==> src/rtl/ucie_ctl_csr_initiator.sv <==
// Host-side initiator for the UCIe controller CSR block: buffers register commands in a FIFO and
// runs one setup/access handshake at a time, returning one response per command.
module ucie_ctl_csr_initiator #(
    parameter int unsigned FIFO_DEPTH     = 4,
    parameter int unsigned TIMEOUT_CYCLES = 16
) (
    input  logic        i_clk,
    input  logic        i_rst_n,
    input  logic        i_cmd_valid,
    output logic        o_cmd_ready,
    input  logic        i_cmd_wr,
    input  logic [7:0]  i_cmd_addr,
    input  logic [31:0] i_cmd_wdata,
    output logic        o_rsp_valid,
    input  logic        i_rsp_ready,
    output logic        o_rsp_wr,
    output logic [31:0] o_rsp_rdata,
    output logic [1:0]  o_rsp_err,
    output logic        o_P_Select,
    output logic        o_P_Enable,
    output logic [7:0]  o_P_addr,
    output logic [31:0] o_P_WDATA,
    output logic        o_P_WR,
    input  logic        i_P_Ready,
    input  logic [31:0] i_P_RDATA
);

    localparam int unsigned PW = (FIFO_DEPTH > 1) ? $clog2(FIFO_DEPTH) : 1;
    localparam int unsigned CW = $clog2(FIFO_DEPTH + 1);
    localparam int unsigned TW = $clog2(TIMEOUT_CYCLES + 1);

    localparam logic [1:0] ErrOk       = 2'b00;
    localparam logic [1:0] ErrMisalign = 2'b01;
    localparam logic [1:0] ErrTimeout  = 2'b10;

    typedef enum logic [1:0] {StIdle, StSetup, StAccess, StResp} state_e;

    state_e r_state;
    state_e w_state_next;

    // FIFO entry layout: {wr, addr[7:0], wdata[31:0]}
    logic [40:0]   r_fifo [FIFO_DEPTH];
    logic [PW-1:0] r_wr_ptr;
    logic [PW-1:0] r_rd_ptr;
    logic [CW-1:0] r_count;

    logic          r_cmd_wr;
    logic [7:0]    r_cmd_addr;
    logic [31:0]   r_cmd_wdata;
    logic [31:0]   r_rsp_rdata;
    logic [1:0]    r_rsp_err;
    logic [TW-1:0] r_tmo_cnt;

    logic          w_full;
    logic          w_empty;
    logic          w_push;
    logic          w_pop;
    logic [40:0]   w_head;
    logic          w_head_misaligned;
    logic          w_tmo_hit;

    assign w_full            = (r_count == CW'(FIFO_DEPTH));
    assign w_empty           = (r_count == '0);
    assign w_push            = i_cmd_valid && !w_full;
    assign w_pop             = (r_state == StIdle) && !w_empty;
    assign w_head            = r_fifo[r_rd_ptr];
    assign w_head_misaligned = (w_head[33:32] != 2'b00);
    // This non-ready ACCESS cycle is the TIMEOUT_CYCLES-th one.
    assign w_tmo_hit         = (r_tmo_cnt == TW'(TIMEOUT_CYCLES - 1));

    always_ff @(posedge i_clk) begin
        if (!i_rst_n) begin
            r_state <= StIdle;
        end else begin
            r_state <= w_state_next;
        end
    end

    always_comb begin
        w_state_next = r_state;
        unique case (r_state)
            StIdle: begin
                if (!w_empty) begin
                    w_state_next = w_head_misaligned ? StResp : StSetup;
                end
            end
            StSetup:  w_state_next = StAccess;
            StAccess: begin
                if (i_P_Ready || w_tmo_hit) begin
                    w_state_next = StResp;
                end
            end
            StResp: begin
                if (i_rsp_ready) begin
                    w_state_next = StIdle;
                end
            end
            default:  w_state_next = StIdle;
        endcase
    end

    always_comb begin
        o_cmd_ready = !w_full;
        o_P_Select  = 1'b0;
        o_P_Enable  = 1'b0;
        o_P_WR      = 1'b0;
        o_P_addr    = '0;
        o_P_WDATA   = '0;
        o_rsp_valid = 1'b0;
        o_rsp_wr    = 1'b0;
        o_rsp_rdata = '0;
        o_rsp_err   = ErrOk;
        if (r_state == StSetup || r_state == StAccess) begin
            o_P_Select = 1'b1;
            o_P_Enable = (r_state == StAccess);
            o_P_WR     = r_cmd_wr;
            o_P_addr   = r_cmd_addr;
            o_P_WDATA  = r_cmd_wdata;
        end
        if (r_state == StResp) begin
            o_rsp_valid = 1'b1;
            o_rsp_wr    = r_cmd_wr;
            o_rsp_rdata = r_rsp_rdata;
            o_rsp_err   = r_rsp_err;
        end
    end

    // Storage needs no reset: a cleared pointer/count makes stale entries unreachable.
    always_ff @(posedge i_clk) begin
        if (w_push) begin
            r_fifo[r_wr_ptr] <= {i_cmd_wr, i_cmd_addr, i_cmd_wdata};
        end
    end

    always_ff @(posedge i_clk) begin
        if (!i_rst_n) begin
            r_wr_ptr    <= '0;
            r_rd_ptr    <= '0;
            r_count     <= '0;
            r_cmd_wr    <= 1'b0;
            r_cmd_addr  <= '0;
            r_cmd_wdata <= '0;
            r_rsp_rdata <= '0;
            r_rsp_err   <= ErrOk;
            r_tmo_cnt   <= '0;
        end else begin
            if (w_push) begin
                r_wr_ptr <= r_wr_ptr + 1'b1;
            end
            if (w_pop) begin
                r_rd_ptr <= r_rd_ptr + 1'b1;
            end
            if (w_push && !w_pop) begin
                r_count <= r_count + 1'b1;
            end else if (!w_push && w_pop) begin
                r_count <= r_count - 1'b1;
            end

            if (w_pop) begin
                r_cmd_wr    <= w_head[40];
                r_cmd_addr  <= w_head[39:32];
                r_cmd_wdata <= w_head[31:0];
                r_rsp_rdata <= '0;
                r_rsp_err   <= w_head_misaligned ? ErrMisalign : ErrOk;
                r_tmo_cnt   <= '0;
            end

            if (r_state == StAccess) begin
                if (i_P_Ready) begin
                    r_rsp_rdata <= r_cmd_wr ? 32'h0 : i_P_RDATA;
                    r_rsp_err   <= ErrOk;
                end else begin
                    r_tmo_cnt <= r_tmo_cnt + 1'b1;
                    if (w_tmo_hit) begin
                        r_rsp_err <= ErrTimeout;
                    end
                end
            end
        end
    end

endmodule

==> config.mk <==
export PLATFORM = sky130hd
export DESIGN_NAME = ucie_ctl_csr_initiator
export DESIGN_NICKNAME = d
export VERILOG_FILES = /design/src/rtl/ucie_ctl_csr_initiator.sv
export SDC_FILE = /design/constraint.sdc
export NUM_CORES = 1
export LEC_CHECK = 0
export ABC_AREA = 0
export ABC_CLOCK_PERIOD_IN_PS = 6400
export CORE_MARGIN = 2
export CORE_UTILIZATION = 50
export DETAILED_ROUTE_END_ITERATION = 8
export PLACE_DENSITY = 0.75
export SETUP_SLACK_MARGIN = 0.05
export SYNTH_ARGS = -nofsm -noshare
export SYNTH_HDL_FRONTEND = slang
export SYNTH_SLANG_ARGS = --single-unit
==> constraint.sdc <==
create_clock -name i_clk -period 6.4 [get_ports i_clk]
set_clock_uncertainty 0.15 [all_clocks]
set_input_delay 1.28 -clock i_clk [delete_from_list [all_inputs] [get_ports i_clk]]
set_output_delay 1.28 -clock i_clk [all_outputs]
set_load 0.02 [all_outputs]
# Word-level counts from Yosys, hierarchy flattened
# Memory sizes are Yosys's and may differ from the RTL's. A register that Yosys moved wholly into a read port is not among the register bits.
# Cells that the tools add are included.
totals:
  in_bits: 78
  out_inout_bits: 80
  memories: 1
  ram_bits: 164
  elab_cells: 71
  regBits: 89
op_classes:
  n_reduce_logical: 15
  mux: 32
  eq_ne: 8
  add_sub_neg: 5
mem_list:
  columns: ["memory", "depth", "word_bits", "rd", "rd_clocked_by_memory_dff", "write_ports", "line", "source"]
  rows:
  - ["r_fifo", 4, 41, 1, 1, 1, "42", "logic [40:0] r_fifo [FIFO_DEPTH];"]
ops:
  columns: ["op", "count"]
  rows:
  - ["32-bit two-way mux", 6]
  - ["2-bit two-way mux", 11]
  - ["5-bit two-way mux", 3]
  - ["1-bit two-way mux", 8]
  - ["8-bit two-way mux", 1]
  - ["2-bit one-hot mux with 4 select lines", 1]
  - ["3-bit two-way mux", 2]
  - ["2-bit inequality test, second input constant", 3]
  - ["5-bit by 1-bit adder with 5-bit output, second input constant", 1]
  - ["5-bit by 4-bit == test with 1-bit output, second input constant", 1]
  - ["2-bit by 1-bit adder with 2-bit output, second input constant", 2]
  - ["2-bit == test, second input constant", 2]
  - ["1-bit logical AND", 4]
  - ["1-bit logical NOT", 4]
  - ["2-bit nonzero test", 2]
  - ["3-bit by 1-bit adder with 3-bit output, second input constant", 1]
  - ["3-bit == test, second input constant", 1]
  - ["3-bit logical NOT", 1]
  - ["3-bit AND reduction", 1]
  - ["3-bit by 1-bit subtractor with 3-bit output, second input constant", 1]
  - ["2-bit by 1-bit == test with 1-bit output, second input constant", 1]
  - ["2-bit logical NOT", 1]
  - ["1-bit logical OR", 2]

# Longest topological paths before layout
logic_depth:
  ltp_word: 7
  ltp_mapped: 13
  depth_no_buf: 10

# Worst setup path after synthesis
# OpenSTA, ideal clock, no wires.
synth_path:
  path_type: "input-to-reg"
  startpoint: "input port i_cmd_valid"
  endpoint: "memory r_fifo[0][0] (enable)"
  n_path_buf: 0
  slack_ns: 3.531
  required_time_ns: 5.847
  setup_time_ns: 0.403
  path_stages: 1
  arrival_time_ns: 2.316
  path_cell_list: "and3_1"
synth_between:
  elab_chain_len: 3
synth_lines:
  columns: ["item", "line", "source"]
  rows:
  - ["start, declared", "9", "input logic i_cmd_valid,"]
  - ["1-bit logical AND", "64", "assign w_push = i_cmd_valid && !w_full;"]
  - ["1-bit two-way mux", "130", "if (w_push) begin"]
  - ["1-bit two-way mux (implied by the code)", "131", "r_fifo[r_wr_ptr] <= {i_cmd_wr, i_cmd_addr, i_cmd_wdata};"]
  - ["end, declared", "42", null]
# Every way passes these cells.

# Final worst setup path
layout_path:
  startpoint: "register r_state[1]"
  endpoint: "output port o_P_WDATA[30]"
layout_between:
  elab_chain_len: 3
  word_cells_on_any_way: 4
  classes_between: "2 x eq/ne; 1 x mux; 1 x reduce/logical"
layout_lines:
  columns: ["item", "line", "source"]
  rows:
  - ["start, declared", "38", "state_e r_state;"]
  - ["start signal, assigned", "73", "r_state <= StIdle;"]
  - ["start signal, assigned", "75", "r_state <= w_state_next;"]
  - ["2-bit by 1-bit == test with 1-bit output / 2-bit == test (equally long branches)", "113", "if (r_state == StSetup || r_state == StAccess) begin"]
  - ["1-bit logical OR (*)", "113", null]
  - ["32-bit two-way mux (*)", "113", null]
  - ["end, declared", "22", "output logic [31:0] o_P_WDATA,"]
# Mark *: on every way between the ends. The rest lies on a longest branch, timed or not.

==> out/qor.txt <==
Seq/Total Area, Yosys: 68.7%
Actual slew at the worst max-slew pin: 1290 ps
Chip height: 144 um
Worst-Skew Late Latency: 540 ps
Postcts setup bufs: 0
Global-route usage over all layers: 19.7%
Io pins: 158
CTS clk-pin slew, worst paths: 60 ps
Post-detailed-route wirelength per cell: 18.7 um
Nets: 904
CTS Sinks: 255
Final Max Slew Viols: 0
Setup ws final: 1900 ps
M1 GR Usage: 23.7%
Main combinational cell family by area after synthesis: simple AND/OR/NAND/NOR gates
Pleak: 0.00426 uW
CP max FO: 43
PostCTS Resize Cnt: 0
Met3 Use GR: 4.30%
Critical Path Sink Type: output pin
Root buffer cell: clkbuf_16
Routed WL: 20600 um
Post-synthesis xor/xnor area fraction: 0.178%
Synth Area in Adders: 1.61%
Maximum vdd drop: 0.000366 V
Initial antenna violation count: 0
Final instance area: 0.0125 mm^2
ANT cells: 0
Global-route wire length before repair: 31900 um
Netlist cell types: 45
Worst hold path class: reg2reg
Mapped Avg Cell Area: 14.7 um^2
Pin count of the biggest net entering global routing: 59
1st-iter DRT viols: 401
Die Area: 0.0208 mm^2
Placed inst area: 0.0115 mm^2
Inserted Clock Buffers: 26
Met2 demand-to-capacity share in global routing: 36.0%
ANT nets after route: 0
Setup violators final: 0
CTS H-tree depth: 1
Setup TNS: 0 ps
GR peak layer: met2
Maxcap violations: 0
Minimum clock period: 4500 ps
Share of cells above drive strength 1: 11.3%
Final-report hold violation count: 0
Pre-Repair DR Iteration Count: 5
Layout area overhead: 26.8%
Synth Flop Type: edfxtp_1
GPL Wtd Cong: 0.716
Final Util: 64.2%
CTS tree: yes
Final period util: 70.2%
Std-Cell Rows: 51
Core area: 0.0194 mm^2
Rel. slew slack: 14.0%
Vias: 5937
RSZ-0062 raised after global routing: no
Hold_buf cts: 0
Synth Register Bits: 255
Critical path arrival: 3070 ps
Compound-Gate Fraction of Synth Area: 6.64%
Fill count: 1449
Pre-CTS WS: 2140 ps
Port bufs: 157
Mux contribution to synthesized area: 9.50%
Via density: 5.40
PwrDens: 402 mW/mm^2
F_max: 222 MHz
DP HPWL: 12000 um
Simple-gate share of the synthesized area: 10.6%
Synth Instances: 667
Setup CP Type: reg2out
Overall power: 5000 uW
Die width: 144 um
Async set-reset flop share out of synthesis: 0%
YS warnings: 0
Post-Syn Area: 0.00982 mm^2
Critical path required time: 4970 ps
Startpoint Class: register
Grt ovf: 0
Status: complete, no violations
Post-synth EDFFs: 164
Longest Clk Path Bufs: 3
# DRC: 0
Vias in the first global route: 6165
Starting Density: 50.6%
Synthesized Nets: 757
==> power by group <==
part           switching, uW  internal [uW]  total [uW]
Clock                    622           1000        1620
Combinational            636            547        1180
Sequential               204           1990        2200
==> worst max-delay path: stages (launching register included) <==
cell	delay (ps)
dfxtp_1	380
inv_1	80
ha_1	1150
and2_1	270
clkdlybuf4s50_1	650
==> state kept, by name, summed over array words and instances (netlist names), named ones only <==
register     flops
r_fifo         164
r_cmd_wdata     32
r_rsp_rdata     32
r_cmd_addr       8
r_tmo_cnt        5
r_count          3
r_rd_ptr         2
r_rsp_err        2
r_state          2
r_wr_ptr         2
r_cmd_wr         1
==> metal layers <==
metal  vias to the layer above  share of wire, %  wire length (um)
met2                       225                50             10400
met4                         0               1.9               392
li1                       2754                 -                 -
met5                         -                 0                 0
met3                        38               7.6              1560
met1                      2920                40              8230
==> synth_stat cells (2+ instances only) <==
cell	instances	share of area, %
edfxtp_1	164	50
dfxtp_1	91	19
nand2_1	89	3.4
and2_1	76	4.8
a21oi_1	51	2.6
mux4_2	41	9.4
a22o_1	25	2.2
clkbuf_1	15	0.57
nor2_1	14	0.54
ha_1	11	1.4
inv_1	9	0.34
buf_4	8	0.61
a32oi_1	7	0.62
and3_1	7	0.45
buf_6	6	0.69
nand3_1	6	0.31
buf_1	5	0.19
buf_2	5	0.25
o21ai_0	5	0.25
nand2b_1	3	0.19
and3b_1	2	0.18
o21a_1	2	0.15
or3_1	2	0.13
xor2_1	2	0.18
==> metrics by stage <==
step / hold WS (ps) / std cells
after global routing: 321 / 1099
after floorplan: 282 / 667
final: 304 / 1099
after detailed placement: 295 / 1051
after CTS: 305 / 1099
after global placement: 289 / 1051
==> cell families after synthesis <==
group | count (synthesis)
buf+inv | 51
flops | 255
simple gates | 206
compound gates | 99
mux | 42
xor+xnor | 2
fa+ha+maj | 12
==> path summary, 6_finish.rpt <==
| check | from | endpoint | slack (ps) | cells after the start |
|---|---|---|---|---|
| max | r_state[1] | o_P_WDATA[30] | 1900 | 4 |
| min | r_cmd_wdata[5] | r_cmd_wdata[5] | 300 | 2 |
| max reg2reg | r_state[0] | r_count[2] | 2200 | 10 |
| min reg2reg | r_cmd_wdata[5] | r_cmd_wdata[5] | 300 | 2 |
==> area by class of cell <==
| type | instances | area, um^2 | area share, % |
|---|---|---|---|
| well taps | 265 | 332 | 2.66 |
| clock inverters | 18 | 262 | 2.10 |
| inverters | 11 | 42.5 | 0.342 |
| flip-flops and latches | 255 | 6750 | 54.2 |
| repair buffers | 159 | 1590 | 12.7 |
| multi-input cells | 361 | 2810 | 22.5 |
| clock buffers | 30 | 676 | 5.42 |
==> placed cells by master (no fill, tap or decap), types with 2 or more instances in the layout <==
cell type	n
edfxtp_1	164
clkdlybuf4s50_1	157
nand2_1	89
dfxtp_1	89
and2_1	76
a21oi_1	51
mux4_2	41
clkbuf_16	26
a22o_1	25
nor2_1	14
ha_1	11
inv_1	9
a32oi_1	7
clkinv_2	6
nand3_1	6
bufinv_16	6
o21ai_0	5
clkinv_1	5
and3_2	4
and3_1	3
nand2b_1	3
clkbuf_1	3
or3_1	2
and3b_1	2
xor2_1	2
o21a_1	2
buf_4	2
Power figures use the tool's default switching activity.
